### src/rtl/systolic_feed_ctrl.sv
// Purpose : feed sequencer for an N x N systolic array. It loads A/B operand slices into the
//           per-row and per-column input FIFOs, issues diagonally staggered FIFO reads, waits
//           for the PE pipeline to drain, and then pulses done.
// Latency : write enables follow an accepted beat by 1 cycle. After the last load handshake
//           the job takes 1 (arm) + K+N-1 (feed) + 2N (flush) cycles, and done follows.
// Backpr. : in_ready_o is combinational and is high only in LOAD while the selected operand
//           still needs beats. Beats for an exhausted operand are held off.
// Ports   : clk_i/rstn_i clock and async active-low reset; start_i/k_len_i job request;
//           in_valid_i/in_ready_o/in_sel_i/in_data_i operand stream; row_*/col_* FIFO write
//           data, write enables and read enables; busy_o job in flight; done_o completion pulse.
`timescale 1ns/1ps
module systolic_feed_ctrl #(
  parameter int N          = 3,
  parameter int DATA_WIDTH = 16,
  parameter int DEPTH      = 8
) (
  input  logic                    clk_i,
  input  logic                    rstn_i,
  input  logic                    start_i,
  input  logic [3:0]              k_len_i,
  input  logic                    in_valid_i,
  output logic                    in_ready_o,
  input  logic                    in_sel_i,
  input  logic [N*DATA_WIDTH-1:0] in_data_i,
  output logic [N*DATA_WIDTH-1:0] row_wdata_o,
  output logic [N-1:0]            row_w_en_o,
  output logic [N-1:0]            row_r_en_o,
  output logic [N*DATA_WIDTH-1:0] col_wdata_o,
  output logic [N-1:0]            col_w_en_o,
  output logic [N-1:0]            col_r_en_o,
  output logic                    busy_o,
  output logic                    done_o
);

  localparam int KW = $clog2(DEPTH + 1);
  // t_q counts both feed cycles (up to K+N-2) and flush cycles (up to 2N-1)
  localparam int TW = $clog2(DEPTH + 2*N + 1);
  localparam logic [TW-1:0] FLUSH_LAST = TW'(2*N - 1);

  typedef enum logic [2:0] {
    S_IDLE,
    S_LOAD,
    S_ARM,
    S_FEED,
    S_FLUSH
  } state_t;

  state_t                  state_q;
  logic [KW-1:0]           k_q;
  logic [KW-1:0]           k_clip;
  logic [KW-1:0]           a_cnt_q, a_cnt_d;
  logic [KW-1:0]           b_cnt_q, b_cnt_d;
  logic [TW-1:0]           t_q, t_d;
  logic [TW-1:0]           feed_last;
  logic [TW-1:0]           t_sel;
  logic [N*DATA_WIDTH-1:0] row_wdata_q, col_wdata_q;
  logic [N-1:0]            row_w_en_q, col_w_en_q;
  logic [N-1:0]            r_en_q, r_en_d;
  logic                    busy_q, done_q;
  logic                    a_acc, b_acc;

  // Requested K is clipped to the FIFO depth.
  assign k_clip = (int'(k_len_i) > DEPTH) ? KW'(DEPTH) : KW'(k_len_i);

  always_comb begin
    in_ready_o = 1'b0;
    if (state_q == S_LOAD) begin
      in_ready_o = in_sel_i ? (b_cnt_q < k_q) : (a_cnt_q < k_q);
    end
  end

  // in_sel_i selects a single operand, so A and B can never be accepted together
  assign a_acc   = in_valid_i && in_ready_o && !in_sel_i;
  assign b_acc   = in_valid_i && in_ready_o &&  in_sel_i;
  assign a_cnt_d = a_cnt_q + {{(KW-1){1'b0}}, a_acc};
  assign b_cnt_d = b_cnt_q + {{(KW-1){1'b0}}, b_acc};

  assign t_d       = t_q + TW'(1);
  assign feed_last = TW'(k_q) + TW'(N) - TW'(2);

  // Read enables are registered. They are computed for the feed index of the next cycle:
  // index 0 when leaving ARM, and t_q+1 while feeding.
  always_comb begin
    r_en_d = '0;
    t_sel  = (state_q == S_FEED) ? t_d : '0;
    for (int i = 0; i < N; i++) begin
      r_en_d[i] = (t_sel >= TW'(i)) && (t_sel < TW'(i) + TW'(k_q));
    end
  end

  always_ff @(posedge clk_i or negedge rstn_i) begin
    if (!rstn_i) begin
      state_q     <= S_IDLE;
      k_q         <= '0;
      a_cnt_q     <= '0;
      b_cnt_q     <= '0;
      t_q         <= '0;
      row_wdata_q <= '0;
      col_wdata_q <= '0;
      row_w_en_q  <= '0;
      col_w_en_q  <= '0;
      r_en_q      <= '0;
      busy_q      <= 1'b0;
      done_q      <= 1'b0;
    end else begin
      row_w_en_q <= '0;
      col_w_en_q <= '0;
      done_q     <= 1'b0;
      unique case (state_q)
        S_IDLE: begin
          if (start_i && (k_len_i != 4'd0)) begin
            k_q     <= k_clip;
            a_cnt_q <= '0;
            b_cnt_q <= '0;
            t_q     <= '0;
            busy_q  <= 1'b1;
            state_q <= S_LOAD;
          end
        end
        S_LOAD: begin
          a_cnt_q <= a_cnt_d;
          b_cnt_q <= b_cnt_d;
          if (a_acc) begin
            row_wdata_q <= in_data_i;
            row_w_en_q  <= '1;
          end
          if (b_acc) begin
            col_wdata_q <= in_data_i;
            col_w_en_q  <= '1;
          end
          // Look at the post-handshake counts so ARM directly follows the last beat
          if ((a_cnt_d == k_q) && (b_cnt_d == k_q)) begin
            state_q <= S_ARM;
          end
        end
        S_ARM: begin
          t_q     <= '0;
          r_en_q  <= r_en_d;
          state_q <= S_FEED;
        end
        S_FEED: begin
          if (t_q == feed_last) begin
            t_q     <= '0;
            r_en_q  <= '0;
            state_q <= S_FLUSH;
          end else begin
            t_q    <= t_d;
            r_en_q <= r_en_d;
          end
        end
        S_FLUSH: begin
          if (t_q == FLUSH_LAST) begin
            busy_q  <= 1'b0;
            done_q  <= 1'b1;
            state_q <= S_IDLE;
          end else begin
            t_q <= t_d;
          end
        end
        default: state_q <= S_IDLE;
      endcase
    end
  end

  // Rows and columns share K and N, so one stagger register drives both.
  assign row_wdata_o = row_wdata_q;
  assign col_wdata_o = col_wdata_q;
  assign row_w_en_o  = row_w_en_q;
  assign col_w_en_o  = col_w_en_q;
  assign row_r_en_o  = r_en_q;
  assign col_r_en_o  = r_en_q;
  assign busy_o      = busy_q;
  assign done_o      = done_q;

endmodule
### config.mk
export PLATFORM = sky130hd
export DESIGN_NAME = systolic_feed_ctrl
export DESIGN_NICKNAME = d
export VERILOG_FILES = /design/src/rtl/systolic_feed_ctrl.sv
export SDC_FILE = /design/constraint.sdc
export NUM_CORES = 1
export LEC_CHECK = 0
export CORE_ASPECT_RATIO = 1.2
export CORE_UTILIZATION = 43
export CTS_CLUSTER_SIZE = 12
export DETAILED_ROUTE_END_ITERATION = 8
export PLACE_DENSITY = 0.87
export SKIP_CTS_REPAIR_TIMING = 1
export SLEW_MARGIN = 20
export SYNTH_ARGS = -nofsm -noshare
export SYNTH_HDL_FRONTEND = slang
export SYNTH_SLANG_ARGS = --single-unit
### constraint.sdc
create_clock -name clk_i -period 2.9 [get_ports clk_i]
set_clock_uncertainty 0.15 [all_clocks]
set_input_delay 0.435 -clock clk_i [delete_from_list [all_inputs] [get_ports clk_i]]
set_output_delay 0.435 -clock clk_i [all_outputs]
set_load 0.1 [all_outputs]
# Yosys cells after proc, flatten, opt, wreduce, memory -nomap -nowiden
# Index checks and enable logic that the tools add are counted.
op_classes:
  add_sub_neg: 7
  order_cmp: 9
  n_eq_ne: 13
  muxes: 26
  reduce_logical: 22
ops:
  columns: ["op", "count"]
  rows:
  - ["$mux W3", 9]
  - ["$lt A4 B4 Y1", 5]
  - ["$mux W4", 5]
  - ["$pmux W4 S2", 2]
  - ["$pmux W4 S4", 1]
  - ["$pmux W3 S5", 1]
  - ["$eq A4 B4 Y1", 3]
  - ["$add A4 B1 Y4", 2]
  - ["$ge A4 B1 Y1 const B", 2]
  - ["$logic_and A1 B1 Y1", 8]
  - ["$reduce_and A2 Y1", 4]
  - ["$reduce_bool A4 Y1", 2]
  - ["$eq A3 B2 Y1 const B", 2]
  - ["$mux W1", 6]
  - ["$ne A2 B2 Y1 const B", 3]
  - ["$pmux W3 S2", 1]
  - ["$reduce_and A3 Y1", 2]
  - ["$reduce_bool A2 Y1", 3]
  - ["$add A1 B4 Y4 const A", 1]
  - ["$add A2 B4 Y4 const A", 1]
  - ["$add A4 B1 Y4 const B", 1]
  - ["$add A4 B2 Y4 const B", 1]
  - ["$eq A4 B3 Y1 const B", 1]
  - ["$ge A4 B2 Y1 const B", 1]
  - ["other kinds (9)", 10]
totals:
  reg_bits: 126
  in_bits: 57
  output_inout_bits: 111
  word_cells: 89

# Depth between registers and ports, before layout
# Gate-level depths: netlist of run 1.
logic_depth:
  depth_word: 10
  ltp_mapped: 14

# Worst setup path before layout of run 1
# OpenSTA, ideal clock, no wires.
synth_timing:
  path_kind: "flip-flop to output port"
  startpoint: "register k_q[1]"
  endpoint: "output port in_ready_o"
  t_arrival_ps: 2790
  t_required_ps: 2315
  slack_ps: -475
  path_stages_with_launch: 6
  path_buffers: 0
  path_cell_list: "dfrtp_1 -> inv_1 -> ha_1 -> a21oi_1 -> o211ai_2 -> a31oi_1"
synth_between:
  elab_chain_len: 3
  word_cells_on_any_way: 4
  classes_between: "2 x order compare; 2 x mux"
synth_lines:
  columns: ["item", "line_no", "rtl"]
  rows:
  - ["from (decl)", "49", "logic [KW-1:0] k_q;"]
  - ["from (signal assigned)", "112", "k_q <= k_clip;"]
  - ["$lt A4 B4 Y1", "68", "in_ready_o = in_sel_i ? (b_cnt_q < k_q) : (a_cnt_q < k_q);"]
  - ["$mux W1 (*)", "68", null]
  - ["$mux W1 (*)", "67", "if (state_q == S_LOAD) begin"]
  - ["to (decl)", "22", "output logic in_ready_o,"]
# Every way passes the cells marked *; elsewhere a longest branch is shown, timed or not.

# Worst setup path after layout of run 1
layout_timing:
  startpoint: "register k_q[1]"
  endpoint: "register state_q[0]"
layout_between:
  elab_chain_len: 10
  word_cells_on_any_way: 18
  classes_between: "4 x add/sub; 2 x order compare; 5 x eq/ne; 2 x mux; 5 x reduce/logical"
layout_lines:
  columns: ["item", "line_no", "rtl"]
  rows:
  - ["$lt A4 B4 Y1", "68", null]
  - ["$mux W1", "68", null]
  - ["$mux W1", "67", null]
  - ["$logic_and A1 B1 Y1", "73, 74", null]
  - ["$logic_and A1 B1 Y1 (on tied branches)", "73, 74", null]
  - ["$add A4 B1 Y4 (on tied branches)", "75, 76", null]
  - ["$eq A4 B4 Y1", "132", "if ((a_cnt_d == k_q) && (b_cnt_d == k_q)) begin"]
  - ["$logic_and A1 B1 Y1", "132", null]
  - ["$ne A2 B1 Y1 (no line)", null, null]
  - ["$reduce_and A4 Y1 (no line) (*)", null, null]
  - ["to (signal assigned)", "133", "state_q <= S_ARM;"]
  - ["to (signal assigned)", "139", "state_q <= S_FEED;"]
  - ["to (signal assigned)", "145", "state_q <= S_FLUSH;"]
  - ["to (decl)", "48", "state_t state_q;"]
# Marked as above.
# A chain may end at the register's enable or synchronous reset.

==> results of run 1 <==
[per-layer routing]
metal,global-route usage [%],up-vias
li1,-,1844
met1,22.4,1987
met2,38.5,127
met3,6.73,24
met4,8.70,0
met5,0,-
[flip-flops by register name, indices dropped and copies added, names as in the netlist]
name         flops
a_cnt_q          4
row_w_en_o       1
state_q          3
col_w_en_o       1
b_cnt_q          4
done_o           1
k_q              4
t_q              4
busy_o           1
row_wdata_o     48
col_wdata_o     48
col_r_en_o       3
[worst max-delay path: stages, from the launching register on]
cell	delay [ns]
dfrtp_1	0.40
inv_4	0.11
ha_4	0.21
a21oi_2	0.15
o211ai_2	0.15
a21o_2	0.24
inv_1	0.06
ha_1	0.15
nand3_1	0.10
xor2_1	0.17
or3_1	0.33
a211oi_2	0.26
o22ai_1	0.10
[cells in the mapped netlist, types with 2 or more instances]
library cell / instances
a211oi_1: 3
a21o_1: 2
a21oi_1: 6
a22o_1: 4
a31oi_1: 4
and2_1: 2
and3_1: 3
buf_2: 7
buf_4: 12
buf_6: 2
clkbuf_1: 3
dfrtp_1: 122
ha_1: 24
inv_1: 12
mux2_1: 15
mux2_2: 82
nand2_1: 23
nand2b_1: 8
nand3_1: 7
nand3b_1: 3
nor2_1: 13
nor2b_1: 3
nor3_1: 8
o21ai_0: 17
o21ai_1: 2
o31ai_1: 2
xnor2_1: 7
xor2_1: 6
[layout make-up]
class	instances	area [um^2]	area share, %
clock inverter	15	188	2.40
timing repair buffer	185	1550	19.9
tap	164	205	2.63
clock buffer	17	425	5.45
multi-input combinational	263	2340	29.9
inverter	12	47.5	0.609
sequential	122	3050	39.1
[through the flow]
| step | std cells | TNS, ns |
|---|---|---|
| final | 778 | 0 |
| after global routing | 778 | 0 |
| after CTS | 777 | 0 |
| after global placement | 745 | -0.00726 |
| after detailed placement | 745 | -0.224 |
| after floorplan | 421 | -0.00921 |
[kinds of logic after synthesis]
group	after synthesis	synth area share, %
simple gates	76	6.82
buf+inv	36	3.69
compound gates	52	6.57
mux	97	19.8
fa+ha+maj	24	5.43
flops	122	55.3
xor+xnor	14	2.47
[final timing paths]
| kind | cells past startpoint | slack, ns | start | end |
|---|---|---|---|---|
| min reg2reg | 1 | 0.34 | col_wdata_o[41] | col_wdata_o[41] |
| max reg2reg | 12 | 0.16 | k_q[1] | state_q[0] |
| max | 12 | 0.16 | k_q[1] | state_q[0] |
| min in group asynchronous | 2 | 0.35 | rstn_i | k_q[1] |
| min | 1 | 0.34 | col_wdata_o[41] | col_wdata_o[41] |
| max in group asynchronous | 3 | 1.46 | rstn_i | row_wdata_o[19] |
[cell usage in the layout, fill, tap and decap left out, drive strengths merged, types with 7 or more instances in the layout]
master / count
buf: 129
dfrtp: 122
mux2: 97
clkdlybuf4s50: 55
ha: 24
nand2: 23
o21ai: 19
inv: 18
clkbuf: 17
nor2: 14
nand2b: 8
nor3: 8
nand3: 7
xnor2: 7
==> results.yml, run 1 <==
place:
  dpl.hpwl_um: 9700
  port_buffers: 167
  place_area_um2: 7180
  place_congestion: 0.837
  place_ws_ns: -0.133
route:
  drt-initial-drc-count: 185
  top_layer: "met4"
  final_antenna_net_count: 0
  drc_errors: 0
  drt_first_pass_iters: 7
  m1WireLength_um: 4890
  routed_wl_um: 13100
  vias: 3982
  wire_per_inst_um: 16.9
  wl_met3_um: 818
  dr_wl_met2_um: 7090
  viasPerCell: 5.12
final_layout:
  layout-drive-gt1-share_pct: 42.7
  syn2layout_area_growth_pct: 41.4
  layout.nets: 682
  utilization_pct: 61.9
  postLayoutCellArea_um2: 7810
  fillCellCount: 973
  diodes: 0
sta:
  period_needed_ns: 2.74
  rsz0062_at_grt: "false"
  fmax_mhz: 365
  worstMarginPinSlew_ns: 0.695
  hold_viol: 0
  slew_violations: 0
  relSlewSlack_pct: 53.4
  whs_ns: 0.344
  setup_viol: 0
  setup_ws_ns: 0.161
  period_share_pct: 94.4
clock_tree:
  clkLatencyLatePin_ns: 0.41
  clk_pin_slew_ns: 0.06
  cts_root_buf: "clkbuf_16"
  cts-buffers-inserted: 17
  cts_tree: "built"
  numClockSinks: 122
  cts.htree.levels: 4
  clock_path_buffers: 2
flow_run:
  drv_cap: 0
die:
  core_area_um2: 12600
  start_util_pct: 43.8
  rows: 45
  die-area_um2: 13300
  io_pins: 168
  die_y_um: 126
  fp.dieW_um: 105
logic_synthesis:
  synth_top_cell_by_area: "dfrtp_1"
  synth.avg_cell_area_um2: 13.1
  ys_seq_area_share_pct: 55.3
  ys_types: 47
  synthTopCellsByArea: "dfrtp_1, mux2_2, ha_1"
  syn_nets: 502
  ys_ff_latch: 122
  synth_top_area_share_pct: 55.3
  synth_edf_count: 0
  synth_cells: 421
  synth_ff_type: "dfrtp_1"
  synthArstFlopShare_pct: 100
  synth_warnings: 0
  synth_area_um2: 5530
critical_path:
  critical_path.startpoint_type: "flip-flop"
  worstPathRequired_ns: 3.00
  critPathCaptureType: "flip-flop"
  worstSetupPathType: "reg -> reg"
  arrival_ns: 2.84
  worstPathMaxFanout: 4
grt:
  grt_max_degree: 58
  gr-total-overflow: 0
  antenna_found_initial: 0
  grt_first_pass_wirelength_um: 21800
  grtUsageTotal_pct: 21.1
  grt_pass1_vias: 4439
hold_path:
  hp-class: "reg -> reg"
status:
  outcome: "complete, no violations"
Power of run 1 is left out: the tool's default activity adds up to more than one toggle a clock period on the data nets, which glitch-free logic cannot reach.
==> run 2, diff against run 1 <==
--- a/config.mk
+++ b/config.mk
@@ -9,6 +9,7 @@
 export CORE_UTILIZATION = 43
 export CTS_CLUSTER_SIZE = 12
 export DETAILED_ROUTE_END_ITERATION = 8
+export GPL_ROUTABILITY_DRIVEN = 1
 export PLACE_DENSITY = 0.87
 export SKIP_CTS_REPAIR_TIMING = 1
 export SLEW_MARGIN = 20
==> results of run 2 <==
The final DEF is identical to that of run 1; final timing and power are the same.
Power of run 2 is left out for the same reason.
==> run 3, diff against run 2 <==
--- a/config.mk
+++ b/config.mk
@@ -7,7 +7,7 @@
 export LEC_CHECK = 0
 export CORE_ASPECT_RATIO = 1.2
 export CORE_UTILIZATION = 43
-export CTS_CLUSTER_SIZE = 12
+export CTS_CLUSTER_DIAMETER = 150
 export DETAILED_ROUTE_END_ITERATION = 8
 export GPL_ROUTABILITY_DRIVEN = 1
 export PLACE_DENSITY = 0.87
@@ -16,3 +16,4 @@
 export SYNTH_ARGS = -nofsm -noshare
 export SYNTH_HDL_FRONTEND = slang
 export SYNTH_SLANG_ARGS = --single-unit
+export TNS_END_PERCENT = 1
==> run 3 against run 2 <==
  * The run now ends with hold timing left
  * Critical path depth did not move
  * Utilization rose by 0.20 points
  * Die area did not move
  * Critical endpoint unchanged
==> results.yml, run 3 (same netlist as run 1, synthesis figures left out) <==
sta:
  period_share_pct: 98.7
  setup_viol: 0
  worstMarginPinSlew_ns: 0.836
  hold_viol: 30
  slew_violations: 0
  fmax_mhz: 350
  period_needed_ns: 2.86
  setup_ws_ns: 0.0391
  relSlewSlack_pct: 44.3
  whs_ns: -0.0190
critical_path:
  critical_path.startpoint_type: "flip-flop"
  reg2reg_from: "k_q[3]"
  worstPathRequired_ns: 3.01
  critPathCaptureType: "flip-flop"
  worstSetupPathType: "reg -> reg"
  worstPathMaxFanout: 3
  crit_start: "k_q[3]"
  arrival_ns: 2.97
die:
  die-area_um2: 13300
  start_util_pct: 43.8
  rows: 45
  fp.dieW_um: 105
  io_pins: 168
  core_area_um2: 12600
  die_y_um: 126
place:
  port_buffers: 167
  dpl.hpwl_um: 9440
  place_ws_ns: -0.161
  place_area_um2: 7150
  place_congestion: 0.932
clock_tree:
  clock_path_buffers: 2
  cts_root_buf: "clkbuf_16"
  cts.htree.levels: 4
  clk_pin_slew_ns: 0.06
  clkLatencyLatePin_ns: 0.41
  cts-buffers-inserted: 17
  numClockSinks: 122
  cts_tree: "built"
route:
  viasPerCell: 5.20
  drt-initial-drc-count: 122
  m1WireLength_um: 4910
  final_antenna_net_count: 0
  drt_first_pass_iters: 4
  wl_met3_um: 906
  top_layer: "met4"
  wire_per_inst_um: 16.8
  routed_wl_um: 13200
  drc_errors: 0
  dr_wl_met2_um: 6980
  vias: 4071
final_layout:
  syn2layout_area_growth_pct: 41.8
  layout.nets: 687
  diodes: 0
  fillCellCount: 957
  layout-drive-gt1-share_pct: 43.5
  final_cell_mix: "buf_4, dfrtp_1, mux2_2"
  final_common_cell: "buf_4"
  postLayoutCellArea_um2: 7840
grt:
  gr-total-overflow: 0
  grt_pass1_vias: 4439
  grt_first_pass_wirelength_um: 21500
  grt_max_degree: 65
  grtUsageTotal_pct: 21.0
  antenna_found_initial: 0
status:
  violations: "hold timing"
  outcome: "complete, but fails checks"
flow_run:
  drv_cap: 0
hold_path:
  hp-class: "in -> async"
[run 3: cell type report]
| cell class | count | area [um^2] | area share (%) |
|---|---|---|---|
| clock inverters | 13 | 168 | 2.14 |
| flip-flops and latches | 122 | 3050 | 39.0 |
| repair buffers | 190 | 1590 | 20.3 |
| well taps | 164 | 205 | 2.62 |
| multi-input cells | 263 | 2330 | 29.8 |
| clock buffers | 19 | 443 | 5.65 |
| inverters | 12 | 45.0 | 0.575 |
[run 3: final timing paths]
path	cells past startpoint	to	slack [ns]
setup reg to reg	12	state_q[0]	0.04
setup / recovery	12	state_q[0]	0.04
hold reg to reg	1	row_wdata_o[0]	0.33
hold / removal	1	col_wdata_o[46]	-0.02
min in group clk_i	1	row_wdata_o[0]	0.33
max in group asynchronous	2	row_wdata_o[12]	1.92
[run 3: metal layers]
| layer | GRT usage (%) | vias to the layer above |
|---|---|---|
| met5 | 0 | - |
| met2 | 36.9 | 172 |
| met3 | 6.94 | 39 |
| met4 | 10.4 | 0 |
| li1 | - | 1867 |
| met1 | 22.6 | 1993 |
[run 3: critical path: stages (launching register included)]
cell	delay, ns
dfrtp_1	0.42
inv_2	0.07
ha_1	0.31
nor3_2	0.14
a21oi_2	0.06
buf_4	0.16
a31oi_4	0.14
ha_2	0.21
nand3_2	0.10
xor2_2	0.18
or3_4	0.42
a211oi_4	0.27
o22ai_2	0.09
[run 3: through the flow]
step | TNS (ns) | utilization (%) | instances
after global placement | -0.00240 | 56.7 | 749
after global routing | -0.128 | 62.1 | 783
after detailed placement | -0.253 | 56.7 | 749
after CTS | 0 | 61.6 | 781
after floorplan | -0.247 | - | 421
final | 0 | 62.1 | 783
Power of run 3 is left out for the same reason.
